File: src/rtl/tug_referee_if.sv
// Signal bundle between the tug-of-war referee and its surroundings.
// The referee reads the key levels and the light chain state. It drives the
// move and recenter pulses back to the chain, and reports the score.
interface tug_referee_if #(
  parameter int NLIGHTS = 9
);
  // Key levels (already synchronized) and current chain state.
  logic               L;
  logic               R;
  logic [NLIGHTS-1:0] lights;

  // Pulses to the light chain.
  logic               Lpress;
  logic               Rpress;
  logic               win;

  // Match status.
  logic [2:0]         leftScore;
  logic [2:0]         rightScore;
  logic [1:0]         lastWinner;
  logic               gameOver;

  // Keys/lights source side (player panel plus light chain).
  modport master (
    output L,
    output R,
    output lights,
    input  Lpress,
    input  Rpress,
    input  win,
    input  leftScore,
    input  rightScore,
    input  lastWinner,
    input  gameOver
  );

  // Referee side.
  modport slave (
    input  L,
    input  R,
    input  lights,
    output Lpress,
    output Rpress,
    output win,
    output leftScore,
    output rightScore,
    output lastWinner,
    output gameOver
  );
endinterface

File: src/rtl/tug_referee.sv
// Tug-of-war referee.
// It turns the key levels into single-cycle move pulses and detects a point
// when the puck sits on an end light and that side presses again. After a
// point it freezes play for HOLD_CYCLES cycles and pulses win on the last of
// them. The match ends once a player reaches SCORE_MAX.
// Lpress/Rpress are Mealy outputs, so the chain moves in the same cycle the
// key edge is seen. All other outputs are decoded from registers.
module tug_referee #(
  parameter int NLIGHTS     = 9,
  parameter int HOLD_CYCLES = 4,
  parameter int SCORE_MAX   = 7
) (
  input  logic          Clock,
  input  logic          Reset,
  tug_referee_if.slave  bus
);

  localparam int              CNT_W        = $clog2(HOLD_CYCLES) + 1;
  localparam logic [CNT_W-1:0] HOLD_LOAD   = CNT_W'(HOLD_CYCLES - 1);
  localparam logic [CNT_W-1:0] CNT_ZERO    = {CNT_W{1'b0}};
  localparam logic [CNT_W-1:0] CNT_ONE     = {{(CNT_W-1){1'b0}}, 1'b1};
  localparam logic [2:0]      SCORE_TARGET = 3'(SCORE_MAX);
  localparam logic [2:0]      SCORE_SAT    = 3'd7;
  localparam logic [1:0]      WIN_NONE     = 2'b00;
  localparam logic [1:0]      WIN_LEFT     = 2'b10;
  localparam logic [1:0]      WIN_RIGHT    = 2'b01;

  typedef enum logic [1:0] {
    ST_PLAY = 2'b00,
    ST_HOLD = 2'b01,
    ST_DONE = 2'b10
  } state_t;

  // Score increment that sticks at the 3-bit maximum. Whether the top value
  // is reachable depends only on SCORE_MAX.
  function automatic logic [2:0] sat_inc(input logic [2:0] score);
    logic [2:0] result;
    if (score == SCORE_SAT) begin
      result = score;
    end else begin
      result = score + 3'd1;
    end
    return result;
  endfunction

  // Registered state.
  state_t           state_q, state_d;
  logic [CNT_W-1:0] hold_cnt_q, hold_cnt_d;
  logic [2:0]       left_score_q, left_score_d;
  logic [2:0]       right_score_q, right_score_d;
  logic [1:0]       last_winner_q, last_winner_d;
  logic             pending_done_q, pending_done_d;
  logic             l_prev_q, r_prev_q;

  // Decoded key events.
  logic             le_s, re_s;
  logic             l_move_s, r_move_s;
  logic             l_point_s, r_point_s;
  logic [2:0]       left_inc_s, right_inc_s;

  // Combinational outputs.
  logic             lpress_s, rpress_s, win_s;

  // Rising-edge detection. Simultaneous edges cancel each other (a tie).
  assign le_s       = bus.L & ~l_prev_q;
  assign re_s       = bus.R & ~r_prev_q;
  assign l_move_s   = le_s & ~re_s;
  assign r_move_s   = re_s & ~le_s;

  // A point needs the puck on the presser's own end light. Only the end bit
  // is examined; the chain is not checked for one-hot.
  assign l_point_s  = l_move_s & bus.lights[NLIGHTS-1];
  assign r_point_s  = r_move_s & bus.lights[0];

  assign left_inc_s  = sat_inc(left_score_q);
  assign right_inc_s = sat_inc(right_score_q);

  // Previous key levels, tracked in every state so that a key held across
  // HOLD or reset never produces a late press.
  always_ff @(posedge Clock or posedge Reset) begin
    if (Reset) begin
      l_prev_q <= 1'b1;
      r_prev_q <= 1'b1;
    end else begin
      l_prev_q <= bus.L;
      r_prev_q <= bus.R;
    end
  end

  // FSM state, hold counter and score registers.
  always_ff @(posedge Clock or posedge Reset) begin
    if (Reset) begin
      state_q        <= ST_PLAY;
      hold_cnt_q     <= CNT_ZERO;
      left_score_q   <= 3'd0;
      right_score_q  <= 3'd0;
      last_winner_q  <= WIN_NONE;
      pending_done_q <= 1'b0;
    end else begin
      state_q        <= state_d;
      hold_cnt_q     <= hold_cnt_d;
      left_score_q   <= left_score_d;
      right_score_q  <= right_score_d;
      last_winner_q  <= last_winner_d;
      pending_done_q <= pending_done_d;
    end
  end

  // Next-state, scoring and pulse generation.
  always_comb begin
    state_d        = state_q;
    hold_cnt_d     = hold_cnt_q;
    left_score_d   = left_score_q;
    right_score_d  = right_score_q;
    last_winner_d  = last_winner_q;
    pending_done_d = pending_done_q;
    lpress_s       = 1'b0;
    rpress_s       = 1'b0;
    win_s          = 1'b0;

    case (state_q)
      ST_PLAY: begin
        if (l_point_s) begin
          // The winning press is swallowed; the chain is recentered by win.
          left_score_d   = left_inc_s;
          last_winner_d  = WIN_LEFT;
          hold_cnt_d     = HOLD_LOAD;
          pending_done_d = (left_inc_s == SCORE_TARGET);
          state_d        = ST_HOLD;
        end else if (r_point_s) begin
          right_score_d  = right_inc_s;
          last_winner_d  = WIN_RIGHT;
          hold_cnt_d     = HOLD_LOAD;
          pending_done_d = (right_inc_s == SCORE_TARGET);
          state_d        = ST_HOLD;
        end else begin
          lpress_s = l_move_s;
          rpress_s = r_move_s;
        end
      end

      ST_HOLD: begin
        if (hold_cnt_q == CNT_ZERO) begin
          // Last frozen cycle: recenter the chain, then resume or finish.
          win_s = 1'b1;
          if (pending_done_q) begin
            state_d = ST_DONE;
          end else begin
            state_d = ST_PLAY;
          end
        end else begin
          hold_cnt_d = hold_cnt_q - CNT_ONE;
        end
      end

      ST_DONE: begin
        // Match over: everything frozen until Reset.
        state_d = ST_DONE;
      end

      default: begin
        // Unreachable encoding: fall back to a safe idle state.
        state_d = ST_PLAY;
      end
    endcase
  end

  assign bus.Lpress     = lpress_s;
  assign bus.Rpress     = rpress_s;
  assign bus.win        = win_s;
  assign bus.leftScore  = left_score_q;
  assign bus.rightScore = right_score_q;
  assign bus.lastWinner = last_winner_q;
  assign bus.gameOver   = (state_q == ST_DONE);

endmodule

File: src/flat_wrapper.sv
// flat-port wrapper written by rule: the top's interface ports become plain ports
module tug_referee_flat 
#(
  parameter int NLIGHTS     = 9,
  parameter int HOLD_CYCLES = 4,
  parameter int SCORE_MAX   = 7
)
  (Clock, Reset, bus_L, bus_R, bus_lights, bus_Lpress, bus_Rpress, bus_win, bus_leftScore, bus_rightScore, bus_lastWinner, bus_gameOver);
  tug_referee_if #(.NLIGHTS(NLIGHTS)) bus_i ();
  input  logic Clock;
  input  logic Reset;
  input wire logic [$bits(bus_i.L)-1:0] bus_L;
  input wire logic [$bits(bus_i.R)-1:0] bus_R;
  input wire logic [$bits(bus_i.lights)-1:0] bus_lights;
  output wire logic [$bits(bus_i.Lpress)-1:0] bus_Lpress;
  output wire logic [$bits(bus_i.Rpress)-1:0] bus_Rpress;
  output wire logic [$bits(bus_i.win)-1:0] bus_win;
  output wire logic [$bits(bus_i.leftScore)-1:0] bus_leftScore;
  output wire logic [$bits(bus_i.rightScore)-1:0] bus_rightScore;
  output wire logic [$bits(bus_i.lastWinner)-1:0] bus_lastWinner;
  output wire logic [$bits(bus_i.gameOver)-1:0] bus_gameOver;
  assign bus_i.L = bus_L;
  assign bus_i.R = bus_R;
  assign bus_i.lights = bus_lights;
  assign bus_Lpress = bus_i.Lpress;
  assign bus_Rpress = bus_i.Rpress;
  assign bus_win = bus_i.win;
  assign bus_leftScore = bus_i.leftScore;
  assign bus_rightScore = bus_i.rightScore;
  assign bus_lastWinner = bus_i.lastWinner;
  assign bus_gameOver = bus_i.gameOver;
  tug_referee #(.NLIGHTS(NLIGHTS), .HOLD_CYCLES(HOLD_CYCLES), .SCORE_MAX(SCORE_MAX)) u_core (.Clock(Clock), .Reset(Reset), .bus(bus_i));
endmodule
File: config.mk
export PLATFORM = sky130hd
export DESIGN_NAME = tug_referee_flat
export DESIGN_NICKNAME = d
export VERILOG_FILES = /design/src/rtl/tug_referee_if.sv /design/src/rtl/tug_referee.sv /design/src/flat_wrapper.sv
export SDC_FILE = /design/constraint.sdc
export NUM_CORES = 1
export LEC_CHECK = 0
export BUFFER_PORTS_ARGS = -buffer_cell sky130_fd_sc_hd__buf_2
export CAP_MARGIN = 40
export CORE_MARGIN = 2
export CORE_UTILIZATION = 25
export DETAILED_ROUTE_END_ITERATION = 7
export PLACE_DENSITY = 0.43
export SYNTH_ARGS = -nofsm -noshare
export SYNTH_HDL_FRONTEND = slang
export SYNTH_SLANG_ARGS = --single-unit
File: constraint.sdc
create_clock -name Clock -period 1.87 [get_ports Clock]
set_input_delay 0.374 -clock Clock [delete_from_list [all_inputs] [get_ports Clock]]
set_output_delay 0.374 -clock Clock [all_outputs]
set_load 0.01 [all_outputs]
==> impl_metrics.yaml, run 1 <==
floorplan:
  initial_core_util_pct: 26.2
  core_mm2: 0.00334
  placementRows: 21
  io_pins: 25
  dieArea_mm2: 0.00398
  die_y_um: 63.1
  die_w_um: 63.1
setup_path:
  ff2ff_setup_slack_ns: 0.23
  crit_type: "reg -> out"
  timing.rr.end: "u_core.pending_done_q"
  start_kind: "flop"
  reg2reg_depth: 5
  worstPathArrival_ns: 1.38
  timing.rr.start: "u_core.bus.rightScore[0]"
  cp_max_fo: 3
  crit_required_ns: 1.50
  setup.worst_path.end_class: "primary output"
grt:
  grt_pass1_wl_um: 2780
  grt_overflow: 0
  antenna_found_initial: 0
  grt_max_degree: 17
  grt_pass1_vias: 615
  grt_usage_pct: 8.97
sta:
  slew_headroom_pct: 59.5
  hold_viol: 0
  finalSetupTns_ns: 0
  layout_setup_ws_ns: 0.119
  drv_slew: 0
  setup_violations: 0
  hold_ws_ns: 0.153
  finClkSkew_ns: 0.00325
  tightest_slew_ns: 0.606
  finalCriticalPeriod_ns: 1.75
  fmax_mhz: 571
  finalCritPeriodShare_pct: 93.6
yosys:
  async_reset_ff_share_pct: 100
  synth-edff-count: 0
  synth.largest_area_cell: "dfrtp_1"
  synth_area_um2: 873
  synth_cells: 74
  synth_top_area_share_pct: 40.1
  syn-num-nets: 91
  yosysSeqAreaShare_pct: 46.1
  synth_ff_type: "dfrtp_1"
  synth_compound_area_share_pct: 16.6
  synth-simple-area-share_pct: 21.5
  yosysUniqueCellTypes: 36
  yosysMostFrequentCell: "dfrtp_1"
  synthTopCellsByCount: "dfrtp_1 (14), inv_1 (8), ha_1 (4), nor2_1 (4)"
  syn_avg_cell_area_um2: 11.8
  synthMuxAreaShare_pct: 4.58
  synth_top_family_by_area: "simple AND/OR/NAND/NOR gates"
  synth-seq-cells: 16
  synth_area_leaders: "dfrtp_1 (40%), dfstp_2 (6.0%), ha_1 (5.7%)"
  yosys.area_share.xor_xnor_pct: 2.01
  synthAdderAreaFrac_pct: 5.73
  yosysWarnings: 0
clocking:
  cts_htree_levels: 1
  postCtsHoldBufs: 0
  cts_tree: "built"
  root_buffer: "clkbuf_4"
  cts_buffers: 3
  numClockSinks: 16
  clock_path_buffers: 2
  worst_skew_pair.late_latency_ns: 0.28
  path_clk_slew_ns: 0.08
place:
  dpl.cell_count: 137
  portBuffers: 17
  dp_hpwl_um: 1200
  place_ws_ns: 0.240
  place_congestion: 0.719
final_layout:
  n_antenna_cell: 0
  finalNonFillerCells: 142
  nFillCells: 362
  nets: 115
  drive_gt1_share_pct: 44.8
  synthToLayoutAreaGrowth_pct: 24.9
  utilization_pct: 32.7
routing:
  vias_per_cell: 4.42
  drt-total-wl_um: 1650
  drcViolationCount: 0
  drt_iter0_drc: 15
  wl_per_cell_um: 11.6
  dr.pass1.iters: 2
  vias: 627
  detail-route-antenna-nets: 0
min_path:
  hold_path.class: "in -> async"
pwr:
  powerDensity_mw_per_mm2: 1410
  p_leak_nw: 0.512
  ir_drop_v: 0.000552
run_status:
  status: "finished clean"
flow_run:
  max_cap_viol_count: 0
[how the worst max path moves through the flow]
stage                             start                     to  slack, ns
4_1_cts            u_core.hold_cnt_q[0]                bus_win      0.003
6_report           u_core.hold_cnt_q[0]                bus_win       0.12
5_1_grt            u_core.hold_cnt_q[0]                bus_win    -0.0006
3_5_place_dp   u_core.bus.rightScore[0]  u_core.pending_done_q       0.24
3_3_place_gp   u_core.bus.rightScore[0]  u_core.pending_done_q       0.26
2_1_floorplan  u_core.bus.rightScore[0]  u_core.pending_done_q       0.30
[timing repair]
item	4_1_cts	5_1_grt
setup endpoints to repair	1	2
gates resized for setup	2	8
pin swaps	0	2
setup buffers	0	2
cloned	0	0
[area by class of cell]
| cell class | instances | area, µm² | area share (%) |
|---|---|---|---|
| Clock buffer | 3 | 22.5 | 2.06 |
| Timing Repair Buffer | 19 | 100 | 9.17 |
| Sequential cell | 16 | 404 | 37.0 |
| Tap cell | 46 | 57.6 | 5.28 |
| Inverter | 8 | 30.0 | 2.75 |
| Multi-Input combinational cell | 50 | 477 | 43.7 |
[sequential cells by signal, summed over array words and instances (netlist names)]
name	flops
u_core.l_prev_q	1
u_core.bus.rightScore	3
u_core.hold_cnt_q	3
u_core.bus.lastWinner	2
u_core.r_prev_q	1
u_core.bus.leftScore	3
u_core.state_q	2
u_core.pending_done_q	1
[power breakdown]
part | switching (mW) | leakage, nW | internal [mW]
registers | 0.139 | 0.191 | 0.483
clock network | 0.0962 | 0.0138 | 0.0746
logic | 0.345 | 0.307 | 0.396
total | 0.580 | 0.512 | 0.953
[critical path, cell delays in order (launching register included)]
cell and delay (ns):
dfrtp_1 0.41, inv_2 0.07, ha_4 0.13, ha_4 0.15
nand2_2 0.06, nor2_2 0.13, buf_2 0.15
[logic make-up (layout without fill, tap and decap cells)]
logic type,after synthesis,after routing
and+or+nand+nor,23,23
AOI/OAI and AO/OA,18,18
DFF,16,16
buffers and inverters,8,30
adders and majority gates,4,4
muxes,3,3
xor gates and xnor gates,2,2
[placed cells by master, fill, tap and decap left out, drive strengths merged, types with 2 or more instances in the layout]
cell type | synthesis | routed
a31oi | 2 | 2
nand3 | 3 | 3
mux2 | 2 | 2
clkbuf | 0 | 3
buf | 0 | 19
inv | 8 | 8
a21o | 3 | 3
o21ai | 2 | 2
xnor2 | 2 | 2
ha | 4 | 4
nor2b | 2 | 2
nor4bb | 2 | 2
dfstp | 2 | 2
or3b | 2 | 2
o22a | 2 | 2
dfrtp | 14 | 14
nor2 | 5 | 5
a21boi | 2 | 2
nand2 | 3 | 3
[through the flow]
stage / instance area, µm² / total power, mW
6_report: 1090 / 1.53
5_1_grt: 1090 / 1.67
4_1_cts: 1050 / 1.51
3_5_place_dp: 1020 / 1.30
3_3_place_gp: 1020 / 1.28
2_1_floorplan: 873 / 1.10
[routing by layer]
metal	share of wire [%]	vias to the layer above	global-route usage, %
met5	0	-	0
met4	0.91	0	3.33
met3	4.2	2	3.57
met2	44	8	13.8
met1	50	303	11.2
li1	-	314	-
Note: power is estimated with default switching activity, not from simulation.
==> run 2: changes to the inputs <==
--- a/config.mk
+++ b/config.mk
@@ -7,10 +7,12 @@
 export LEC_CHECK = 0
 export BUFFER_PORTS_ARGS = -buffer_cell sky130_fd_sc_hd__buf_2
 export CAP_MARGIN = 40
+export CELL_PAD_IN_SITES_DETAIL_PLACEMENT = 1
+export CELL_PAD_IN_SITES_GLOBAL_PLACEMENT = 1
 export CORE_MARGIN = 2
 export CORE_UTILIZATION = 25
 export DETAILED_ROUTE_END_ITERATION = 7
-export PLACE_DENSITY = 0.43
+export PLACE_DENSITY = 0.53
 export SYNTH_ARGS = -nofsm -noshare
 export SYNTH_HDL_FRONTEND = slang
 export SYNTH_SLANG_ARGS = --single-unit
==> impl_metrics.yaml, run 2 (synthesis gave the netlist of run 1 again) <==
run_status:
  status: "finished clean"
pwr:
  powerDensity_mw_per_mm2: 1450
  p_leak_nw: 0.564
  p_total_mw: 1.67
  ir_drop_v: 0.000383
sta:
  finalSetupTns_ns: 0
  hold_ws_ns: 0.151
  rsz0062_at_grt: "yes"
  fmax_mhz: 557
  setup_violations: 0
  finalCritPeriodShare_pct: 96.0
  finalCriticalPeriod_ns: 1.79
  slew_headroom_pct: 56.2
  finClkSkew_ns: 0.00693
  drv_slew: 0
  hold_viol: 0
  tightest_slew_ns: 0.656
routing:
  detail-route-antenna-nets: 0
  drt-total-wl_um: 1890
  vias: 694
  dr.pass1.iters: 4
  drt_iter0_drc: 8
  vias_per_cell: 4.57
  wl_per_cell_um: 12.4
  drcViolationCount: 0
flow_run:
  max_cap_viol_count: 0
setup_path:
  crit_type: "reg -> out"
  crit_required_ns: 1.50
  cp_max_fo: 3
  worstPathArrival_ns: 1.42
  setup.worst_path.end_class: "primary output"
  start_kind: "flop"
place:
  dp_hpwl_um: 1290
  portBuffers: 17
  place_congestion: 0.727
final_layout:
  nets: 124
  most-common-layout-cells: "buf_2 (17), dfrtp_1 (13), buf_4 (11)"
  nFillCells: 393
  synthToLayoutAreaGrowth_pct: 32.4
  drive_gt1_share_pct: 48.1
  final_common_cell: "buf_2"
  n_antenna_cell: 0
  utilization_pct: 34.6
floorplan:
  placementRows: 21
  io_pins: 25
  initial_core_util_pct: 26.2
  core_mm2: 0.00334
  die_w_um: 63.1
  die_y_um: 63.1
  dieArea_mm2: 0.00398
grt:
  grt_pass1_wl_um: 3170
  grt_max_degree: 17
  grt_pass1_vias: 689
  grt_usage_pct: 10.2
  antenna_found_initial: 0
  grt_overflow: 0
clocking:
  numClockSinks: 16
  root_buffer: "clkbuf_4"
  cts_tree: "built"
  path_clk_slew_ns: 0.10
  cts_htree_levels: 1
  worst_skew_pair.late_latency_ns: 0.30
  postCtsHoldBufs: 0
  clock_path_buffers: 2
  cts_buffers: 3
min_path:
  hold_path.class: "in -> async"
-- run 2: cell count changes in the layout (fill, tap and decap cells not counted), sizes merged --
cell	before	now
buf	19	28
clkbuf	3	4
-- run 2: timing repair --
action | 4_1_cts | 5_1_grt
pin swaps | 0 | 3
setup buffers | 1 | 10
resized for setup | 4 | 3
endpoints found under the hold margin | 0 | 0
endpoints found under the setup margin | 1 | 2
-- run 2: worst paths after layout --
kind	from	endpoint	slack [ns]	cells past startpoint
hold / removal	Reset	u_core.state_q[0]	0.15	2
hold reg to reg	u_core.pending_done_q	u_core.state_q[1]	0.50	1
min in group Clock	bus_R	u_core.r_prev_q	0.17	1
setup / recovery	u_core.hold_cnt_q[1]	bus_win	0.08	6
setup reg to reg	u_core.bus.rightScore[0]	u_core.pending_done_q	0.19	5
max in group asynchronous	Reset	u_core.state_q[1]	1.26	2
-- run 2: report_power, final --
part           total (mW)  internal (mW)  switching [mW]
Clock               0.240          0.119           0.121
Sequential          0.614          0.482           0.132
Combinational       0.819          0.453           0.366
Total                1.67           1.05           0.619
-- run 2: area by class of cell --
type                            count  area [µm²]  area share, %
Multi-Input combinational cell     50         460           39.8
Clock buffer                        4        36.3           3.14
Tap cell                           46        57.6           4.98
Inverter                            8        30.0           2.60
Timing Repair Buffer               28         168           14.5
Sequential cell                    16         404           35.0
-- run 2: layer usage --
layer | vias to the layer above | routed length, µm | GRT usage (%)
met5 | - | 0 | 0
met4 | 0 | 27 | 5.83
met3 | 4 | 55 | 2.32
met2 | 9 | 980 | 16.5
met1 | 351 | 825 | 12.5
li1 | 330 | - | -
-- run 2: worst max-delay path, cell delays in order (launching register included) --
cell and delay [ns]:
dfrtp_1 0.40, inv_2 0.06, ha_2 0.18, ha_4 0.15
nand2_2 0.06, nor2_2 0.13, buf_2 0.14
-- run 2: metrics by stage --
step	instances	setup slack (ns)	instance area, µm²
after floorplan	74	0.302	873
final	152	0.0751	1160
after global placement	137	0.246	1020
after global routing	152	-0.0431	1160
after CTS	142	0.0127	1080
after detailed placement	137	0.205	1020
